`src/rtl/data_buffer_wrapper_if.sv`:
```
// Producer/consumer bus between the word producers, the buffer and the display path.
// The master drives writes, ticks and flush. The slave (the buffer) returns data and status.
interface data_buffer_wrapper_if #(
    parameter int WIDTH = 16,
    parameter int AW    = 3
);
    logic             data_1_en;
    logic [WIDTH-1:0] data_1;
    logic             rd_tick;
    logic             flush;
    logic [WIDTH-1:0] data_2;
    logic             data_2_valid;
    logic             buffer_full;
    logic             buffer_empty;
    logic [AW:0]      count;
    logic             overflow;

    modport master (
        output data_1_en, data_1, rd_tick, flush,
        input  data_2, data_2_valid, buffer_full, buffer_empty, count, overflow
    );

    modport slave (
        input  data_1_en, data_1, rd_tick, flush,
        output data_2, data_2_valid, buffer_full, buffer_empty, count, overflow
    );
endinterface

```
`src/rtl/data_buffer_wrapper.sv`:
```
// Circular FIFO that takes producer words and releases one word per slow tick.
// Full and empty come from the stored-word count only and never from comparing pointers.
module data_buffer_wrapper #(
    parameter int DEPTH = 8,
    parameter int AW    = 3,
    parameter int WIDTH = 16
) (
    input logic                 clk,
    input logic                 rst,
    data_buffer_wrapper_if.slave bus
);
    localparam logic [AW:0] FULL_CNT = (AW+1)'(DEPTH);

    logic [WIDTH-1:0] mem_q [DEPTH];
    logic [AW-1:0]    wr_ptr_q, wr_ptr_d;
    logic [AW-1:0]    rd_ptr_q, rd_ptr_d;
    logic [AW:0]      count_q, count_d;
    logic [WIDTH-1:0] data_2_q, data_2_d;
    logic             valid_q, valid_d;
    logic             ovf_q, ovf_d;
    logic             full, empty, wr_en, pop;

    assign full  = (count_q == FULL_CNT);
    assign empty = (count_q == '0);
    // Flush outranks both a write and a pop in the same cycle.
    assign wr_en = bus.data_1_en && !full && !bus.flush;
    assign pop   = bus.rd_tick && !empty && !bus.flush;

    // NOTE: every next-state signal gets its default first, so no path can infer a latch.
    always_comb begin
        wr_ptr_d = wr_ptr_q;
        rd_ptr_d = rd_ptr_q;
        count_d  = count_q;
        data_2_d = data_2_q;
        valid_d  = valid_q;
        ovf_d    = 1'b0;
        if (bus.flush) begin
            wr_ptr_d = '0;
            rd_ptr_d = '0;
            count_d  = '0;
            valid_d  = 1'b0;
        end else begin
            ovf_d = bus.data_1_en && full;
            if (wr_en) wr_ptr_d = wr_ptr_q + 1'b1;
            if (bus.rd_tick) begin
                if (pop) begin
                    data_2_d = mem_q[rd_ptr_q];
                    valid_d  = 1'b1;
                    rd_ptr_d = rd_ptr_q + 1'b1;
                end else begin
                    // The displayed word is consumed and nothing replaces it.
                    valid_d = 1'b0;
                end
            end
            case ({wr_en, pop})
                2'b10:   count_d = count_q + 1'b1;
                2'b01:   count_d = count_q - 1'b1;
                default: count_d = count_q;
            endcase
        end
    end

    // NOTE: registers update with non-blocking assignments so every flop samples pre-edge values.
    always_ff @(posedge clk or posedge rst) begin
        if (rst) begin
            wr_ptr_q <= '0;
            rd_ptr_q <= '0;
            count_q  <= '0;
            data_2_q <= '0;
            valid_q  <= 1'b0;
            ovf_q    <= 1'b0;
        end else begin
            wr_ptr_q <= wr_ptr_d;
            rd_ptr_q <= rd_ptr_d;
            count_q  <= count_d;
            data_2_q <= data_2_d;
            valid_q  <= valid_d;
            ovf_q    <= ovf_d;
        end
    end

    // NOTE: storage has no reset because count gates every read, so stale entries are never observed.
    always_ff @(posedge clk) begin
        if (wr_en) mem_q[wr_ptr_q] <= bus.data_1;
    end

    assign bus.data_2       = data_2_q;
    assign bus.data_2_valid = valid_q;
    assign bus.buffer_full  = full;
    assign bus.buffer_empty = empty;
    assign bus.count        = count_q;
    assign bus.overflow     = ovf_q;
endmodule

```
`src/flat_wrapper.sv`:
```
// flat-port wrapper written by rule: the top's interface ports become plain ports
module data_buffer_wrapper_flat 
#(
    parameter int DEPTH = 8,
    parameter int AW    = 3,
    parameter int WIDTH = 16
)
  (clk, rst, bus_data_1_en, bus_data_1, bus_rd_tick, bus_flush, bus_data_2, bus_data_2_valid, bus_buffer_full, bus_buffer_empty, bus_count, bus_overflow);
  data_buffer_wrapper_if #(.WIDTH(WIDTH), .AW(AW)) bus_i ();
  input logic clk;
  input logic rst;
  input wire logic [$bits(bus_i.data_1_en)-1:0] bus_data_1_en;
  input wire logic [$bits(bus_i.data_1)-1:0] bus_data_1;
  input wire logic [$bits(bus_i.rd_tick)-1:0] bus_rd_tick;
  input wire logic [$bits(bus_i.flush)-1:0] bus_flush;
  output wire logic [$bits(bus_i.data_2)-1:0] bus_data_2;
  output wire logic [$bits(bus_i.data_2_valid)-1:0] bus_data_2_valid;
  output wire logic [$bits(bus_i.buffer_full)-1:0] bus_buffer_full;
  output wire logic [$bits(bus_i.buffer_empty)-1:0] bus_buffer_empty;
  output wire logic [$bits(bus_i.count)-1:0] bus_count;
  output wire logic [$bits(bus_i.overflow)-1:0] bus_overflow;
  assign bus_i.data_1_en = bus_data_1_en;
  assign bus_i.data_1 = bus_data_1;
  assign bus_i.rd_tick = bus_rd_tick;
  assign bus_i.flush = bus_flush;
  assign bus_data_2 = bus_i.data_2;
  assign bus_data_2_valid = bus_i.data_2_valid;
  assign bus_buffer_full = bus_i.buffer_full;
  assign bus_buffer_empty = bus_i.buffer_empty;
  assign bus_count = bus_i.count;
  assign bus_overflow = bus_i.overflow;
  data_buffer_wrapper #(.DEPTH(DEPTH), .AW(AW), .WIDTH(WIDTH)) u_core (.clk(clk), .rst(rst), .bus(bus_i));
endmodule
```
`config.mk`:
```
export PLATFORM = sky130hd
export DESIGN_NAME = data_buffer_wrapper_flat
export DESIGN_NICKNAME = d
export VERILOG_FILES = /design/src/rtl/data_buffer_wrapper_if.sv /design/src/rtl/data_buffer_wrapper.sv /design/src/flat_wrapper.sv
export SDC_FILE = /design/constraint.sdc
export NUM_CORES = 1
export LEC_CHECK = 0
export ABC_AREA = 1
export BUFFER_PORTS_ARGS = -buffer_cell sky130_fd_sc_hd__buf_2
export CAP_MARGIN = 20
export CORE_MARGIN = 1.5
export CORE_UTILIZATION = 40
export DETAILED_ROUTE_END_ITERATION = 12
export PLACE_DENSITY = 0.61
export SLEW_MARGIN = 20
export SYNTH_ARGS = -nofsm -noshare
export SYNTH_HDL_FRONTEND = slang
export SYNTH_SLANG_ARGS = --single-unit
```
`constraint.sdc`:
```
create_clock -name clk -period 2.29 [get_ports clk]
set_clock_uncertainty 0.15 [all_clocks]
set_input_delay 0.229 -clock clk [delete_from_list [all_inputs] [get_ports clk]]
set_output_delay 0.229 -clock clk [all_outputs]
set_load 0.005 [all_outputs]
```
* Yosys cells after proc, flatten, opt, wreduce, memory -nomap -nowiden
Memory sizes are Yosys's and may differ from the RTL's. A register that Yosys moved wholly into a read port is not among the register bits.
Index checks and enable logic that the tools add are counted.
Widths: inputs -> output; s select.
** Cells by class
- Add/subtract/negate cells :: 4
- Eq/ne operators :: 3
- Multiplexer cells :: 13
- Bitwise gates (word level) :: 1
- Reductions and logical operators :: 15
** Operator list (number)
- $mux 3 :: 5
- $pmux 4 s2 :: 1
- $add 3x1->3 const B :: 2
- $mux 1 :: 6
- $reduce_bool 2->1 :: 3
- $logic_and 1x1->1 :: 5
- $add 4x1->4 const B :: 1
- $eq 4x4->1 const B :: 1
- $logic_not 4->1 :: 1
- $mux 4 :: 1
- $sub 4x1->4 const B :: 1
- $logic_not 1->1 :: 3
- $reduce_and 3->1 :: 1
- $reduce_bool 3->1 :: 1
- $eq 2x1->1 const B :: 1
- $eq 2x2->1 const B :: 1
- $reduce_and 2->1 :: 1
- $not 1->1 :: 1
** Storage, ports and cells
- Register bits after elaboration :: 12
- Memory bits (writable) :: 128
- Input port bits :: 21
- Output and inout port bits :: 24
- Word-level logic and storage cells :: 42
- Memories kept :: 1
** Memories
- u_core.mem_q :: words 8, bits a word 16, read ports 1, clocked after Yosys merged registers in 1, wr ports 1, RTL line data_buffer_wrapper.sv:14 : logic [WIDTH-1:0] mem_q [DEPTH];

* Depth between registers and ports, before layout
- Word-level depth :: 7
- Gate-level depth with buffers :: 14

* Worst setup path after synthesis
Ideal clock, no wire load.
- Kind :: reg2reg
- Start point :: reg u_core.count_q[3] (netlist: u_core.bus.count[3])
- End point :: mem u_core.mem_q[0][0], enable pin
- Library setup time :: 0.388 ns
- Arrival :: 1.590 ns
- Setup slack :: 0.161 ns
- Cell stages (with the launch flop) :: 6
- Buffers on the path :: 0
- Cells stage by stage :: dfrtp_1 inv_1 nor2_2 a21oi_2 nand2_1 nor2_1
** Between the ends
- Word-level cells in the longest chain between the ends :: 6
** Ends and longest elaborated chain
- start, declared :: RTL line data_buffer_wrapper.sv:17 : logic [AW:0] count_q, count_d;
- start signal, assigned :: RTL line data_buffer_wrapper.sv:75 : count_q <= count_d;
- $eq 4x4->1 :: RTL line data_buffer_wrapper.sv:23 : assign full = (count_q == FULL_CNT);
- $logic_not 1->1 :: RTL line data_buffer_wrapper.sv:26 : assign wr_en = bus.data_1_en && !full && !bus.flush;
- $logic_and 1x1->1 (2 in series) :: RTL line data_buffer_wrapper.sv:26
- $mux 1 :: RTL line data_buffer_wrapper.sv:84 : if (wr_en) mem_q[wr_ptr_q] <= bus.data_1;
- $mux 1 (implied by the code) :: RTL line data_buffer_wrapper.sv:84
- end, declared :: RTL line data_buffer_wrapper.sv:14
Every way passes these cells.

* Final worst setup path
- Start point :: in bus_flush
- End point :: reg u_core.count_q[3] (netlist: u_core.bus.count[3])
** Between the ends
- Word-level cells in the longest chain between the ends :: 5
- Elaborated cells on any way between the ends :: 8
- Those cells by class :: eq/ne: 2; mux: 2; reduce/logical: 4
** Ends and longest elaborated chain
- start, declared :: RTL line flat_wrapper.sv:15 : input wire logic [$bits(bus_i.flush)-1:0] bus_flush;
- $logic_not 1->1 :: RTL line data_buffer_wrapper.sv:26, data_buffer_wrapper.sv:27
- $logic_and 1x1->1, on equally long branches :: RTL line data_buffer_wrapper.sv:27, data_buffer_wrapper.sv:26
- $eq 2x1->1 / $eq 2x2->1 (equally long branches) :: RTL line data_buffer_wrapper.sv:55 : case ({wr_en, pop})
- $pmux 4 s2 :: RTL line data_buffer_wrapper.sv:55
- $mux 4 :: RTL line data_buffer_wrapper.sv:37 : if (bus.flush) begin
Several ways; a longest one is shown, not always the timed one.
A chain may end at the register's enable or synchronous reset.

==> run metrics <==
status=finished, final reports clean; Net Switching=1.83 mW; H-tree Lvls=4; P_int=5.70 mW; die area=16500 um2; Critical Path AT=2.30 ns; Synth Area in Compound Gates=0.0991; DRT Wirelength=13.8 mm; worst ir drop on vdd=0.562 mV; Crit path top cell by count=nand2_1; WP data required=2.46 ns; starting density of the core=0.412; layout cells sized above 1=0.191; drt pass-1 iters=4; PD cells=975 nW/um2; worst r2r src=u_core.bus.count[3]; FF+latch count, synth=156; Mean Syn Cell Area=12.3 um2; crit path cell chain=dlygate4sd3_1 > buf_2 > inv_4 > nand2_1 > a21oi_2 > nor2_2 > ha_1 > nand3_1 > nand3_1 > nand2_1 > nand2_1 > inv_1 > nand2_1 > nand2_1 > nand2_1 > nand2_1; Layout area overhead=22.8%; final hold viol count=0; post-synthesis cell area=6290 um2; gr usage total=0.180; gate count after technology mapping=513; Worst Setup Slack, final=0.161 ns; largest net degree at the start of global routing=67; Clk network pwr share=0.418; Setup Crit Path Kind=in2reg; overflow left after global routing=0; Worst slew margin=0.546; routed len/inst=16.9 um; Hold/Removal Path Class=in2async; Startpoint Class=primary input; CTS Buffer Depth=2; Critical Path Source=bus_flush; die width=128 um; initial antenna violation count=0; crit-path max FO=10; Comb pwr share=0.135; worst slew pin tran=0.681 ns; postcts setup bufs=0; sequential area share after synthesis=0.723; crit share post-route=0.930; ANT cells=0; DP Worst Slack=0.102 ns; pins over their slew limit=0; Core Area=15300 um2; yosys warns=0; xor/xnor share of the synthesized area=0.00139; CTS Root Cell=clkbuf_16; final std cells w/o fill=818; register share of total power=0.447; number of I/O pins=45; clock slew at reported path FFs=0.06 ns; Die Height=128 um; largest family of logic cells by synthesized area=simple AND/OR/NAND/NOR gates; post-synth cell types=28; global-route wire length before repair=21.9 mm; CP max-delay cell=dlygate4sd3_1; switching part of the total power=0.243; vias per cell=5.19; mux cell area share after synthesis=0; vias=4245; Period minus WS final=2.13 ns; fmax=0.470 GHz; Slowest Stage Delay on Critical Path=0.53 ns; setup_tns=0 ns; setup violators final=0; GPL Wtd Cong=0.739; dpl cell area=6840 um2; Final Util=0.506; Hold Slack=0.282 ns; RSZ-0062 raised after global routing=false; clk_lat worst skew=0.42 ns; clk sinks=156; Syn Nets=539; CP Capture Type=flop; TritonCTS clock tree=yes; placed cells=766; most common cell after layout, fill and taps aside=edfxtp_1; simple-gate portion of the synthesized area=0.134; final antenna-violating net count=0; # nets final=620; Design Area, Final=7720 um2; most frequent cells in the layout=edfxtp_1, nor2_1, o21ai_0; HPWL after DPL=8.01 mm; maxcap violations=0; leakage=2.92 nW; DRC violations left=0; Total Power=7.53 mW; CTS Buf Count=17; area share of fa/ha/maj cells after synthesis=0.0111; Port-buffer cells=44; first-iteration detailed-routing DRC count=401; number of global-route vias before repair=4048; num rows=45
[synthesized netlist by cell type]
cell type	number	share of area
nand3_1	25	0.020
o211ai_1	32	0.038
o21ai_0	70	0.056
dfrtp_1	28	0.11
buf_6	1	0.0018
nand3_2	1	0.0016
nand3_4	1	0.0028
ha_1	4	0.0080
nand2_4	1	0.0018
o21ai_1	1	0.00080
fa_1	1	0.0032
inv_2	2	0.0012
nor2_2	2	0.0020
clkinv_1	1	0.00060
nand4_1	1	0.0010
nand2_2	3	0.0030
buf_4	3	0.0036
inv_1	11	0.0066
clkbuf_2	3	0.0024
clkbuf_1	4	0.0024
nand2_1	62	0.037
edfxtp_1	128	0.61
nor2_1	106	0.063
a21oi_1	2	0.0016
nor2_4	1	0.0018
a21oi_2	2	0.0028
xor2_1	1	0.0014
buf_2	16	0.013
[final cells by class]
class                   instances  area (um2)
multi-input cells             316        1550
well taps                     211         264
clock inverters                15         246
repair buffers                 89         633
clock buffers                  17         425
inverters                      14        55.1
flip-flops and latches        156        4550
fillers                      1307        7540
[timing repair]
action	in CTS	in global routing
endpoints found under the hold margin	163	0
gates resized for setup	0	4
hold buffers	20	0
endpoints found under the setup margin	0	1
[flip-flops by register name (all words and copies together), names as in the netlist]
name and flops:
u_core.bus.overflow 1, u_core.bus.data_2 16, u_core.bus.count 4, u_core.wr_ptr_q 3, u_core.rd_ptr_q 3, u_core.mem_q 128, u_core.bus.data_2_valid 1
[path summary, 6_finish.rpt]
path	endpoint	slack, ns	cells past startpoint
max	u_core.bus.count[3]	0.16	16
min	u_core.bus.data_2[7]	0.28	4
max reg2reg	u_core.bus.count[3]	0.21	13
min reg2reg	u_core.bus.data_2[4]	0.32	2
max in group asynchronous	u_core.bus.count[0]	1.38	4
min in group clk	u_core.bus.data_2[4]	0.32	2
[critical path: cells and delay by family]
family / cells / cell delay, ns
buffers and inverters: 4 / 0.82
AO/OA/AOI/OAI: 1 / 0.15
adder cells (fa/ha/maj): 1 / 0.33
AND/OR/NAND/NOR: 10 / 0.75
[power groups by stage]
stage          registers [mW]  logic [mW]  clock network (mW)
2_1_floorplan            3.44       0.591                   0
3_3_place_gp             3.42       0.974                   0
3_5_place_dp             3.43       0.992                   0
4_1_cts                  3.37        1.03                3.19
5_1_grt                  3.39        1.17                3.29
6_report                 3.37        1.02                3.14
[layer usage]
metal	global-route usage	share of wire	vias up
met5	0	0	-
met4	0.0912	0.026	0
met3	0.0378	0.047	26
met2	0.279	0.47	131
met1	0.243	0.46	2097
li1	-	-	1991
[kinds of logic (layout without fill, tap and decap cells)]
kind of cell	Yosys count	in the layout
AO/OA/AOI/OAI	107	107
flip-flops	156	156
AND/OR/NAND/NOR	203	203
adder cells (fa/ha/maj)	5	5
XOR/XNOR	1	1
buffers and inverters	41	135
Power figures use the tool's default switching activity.
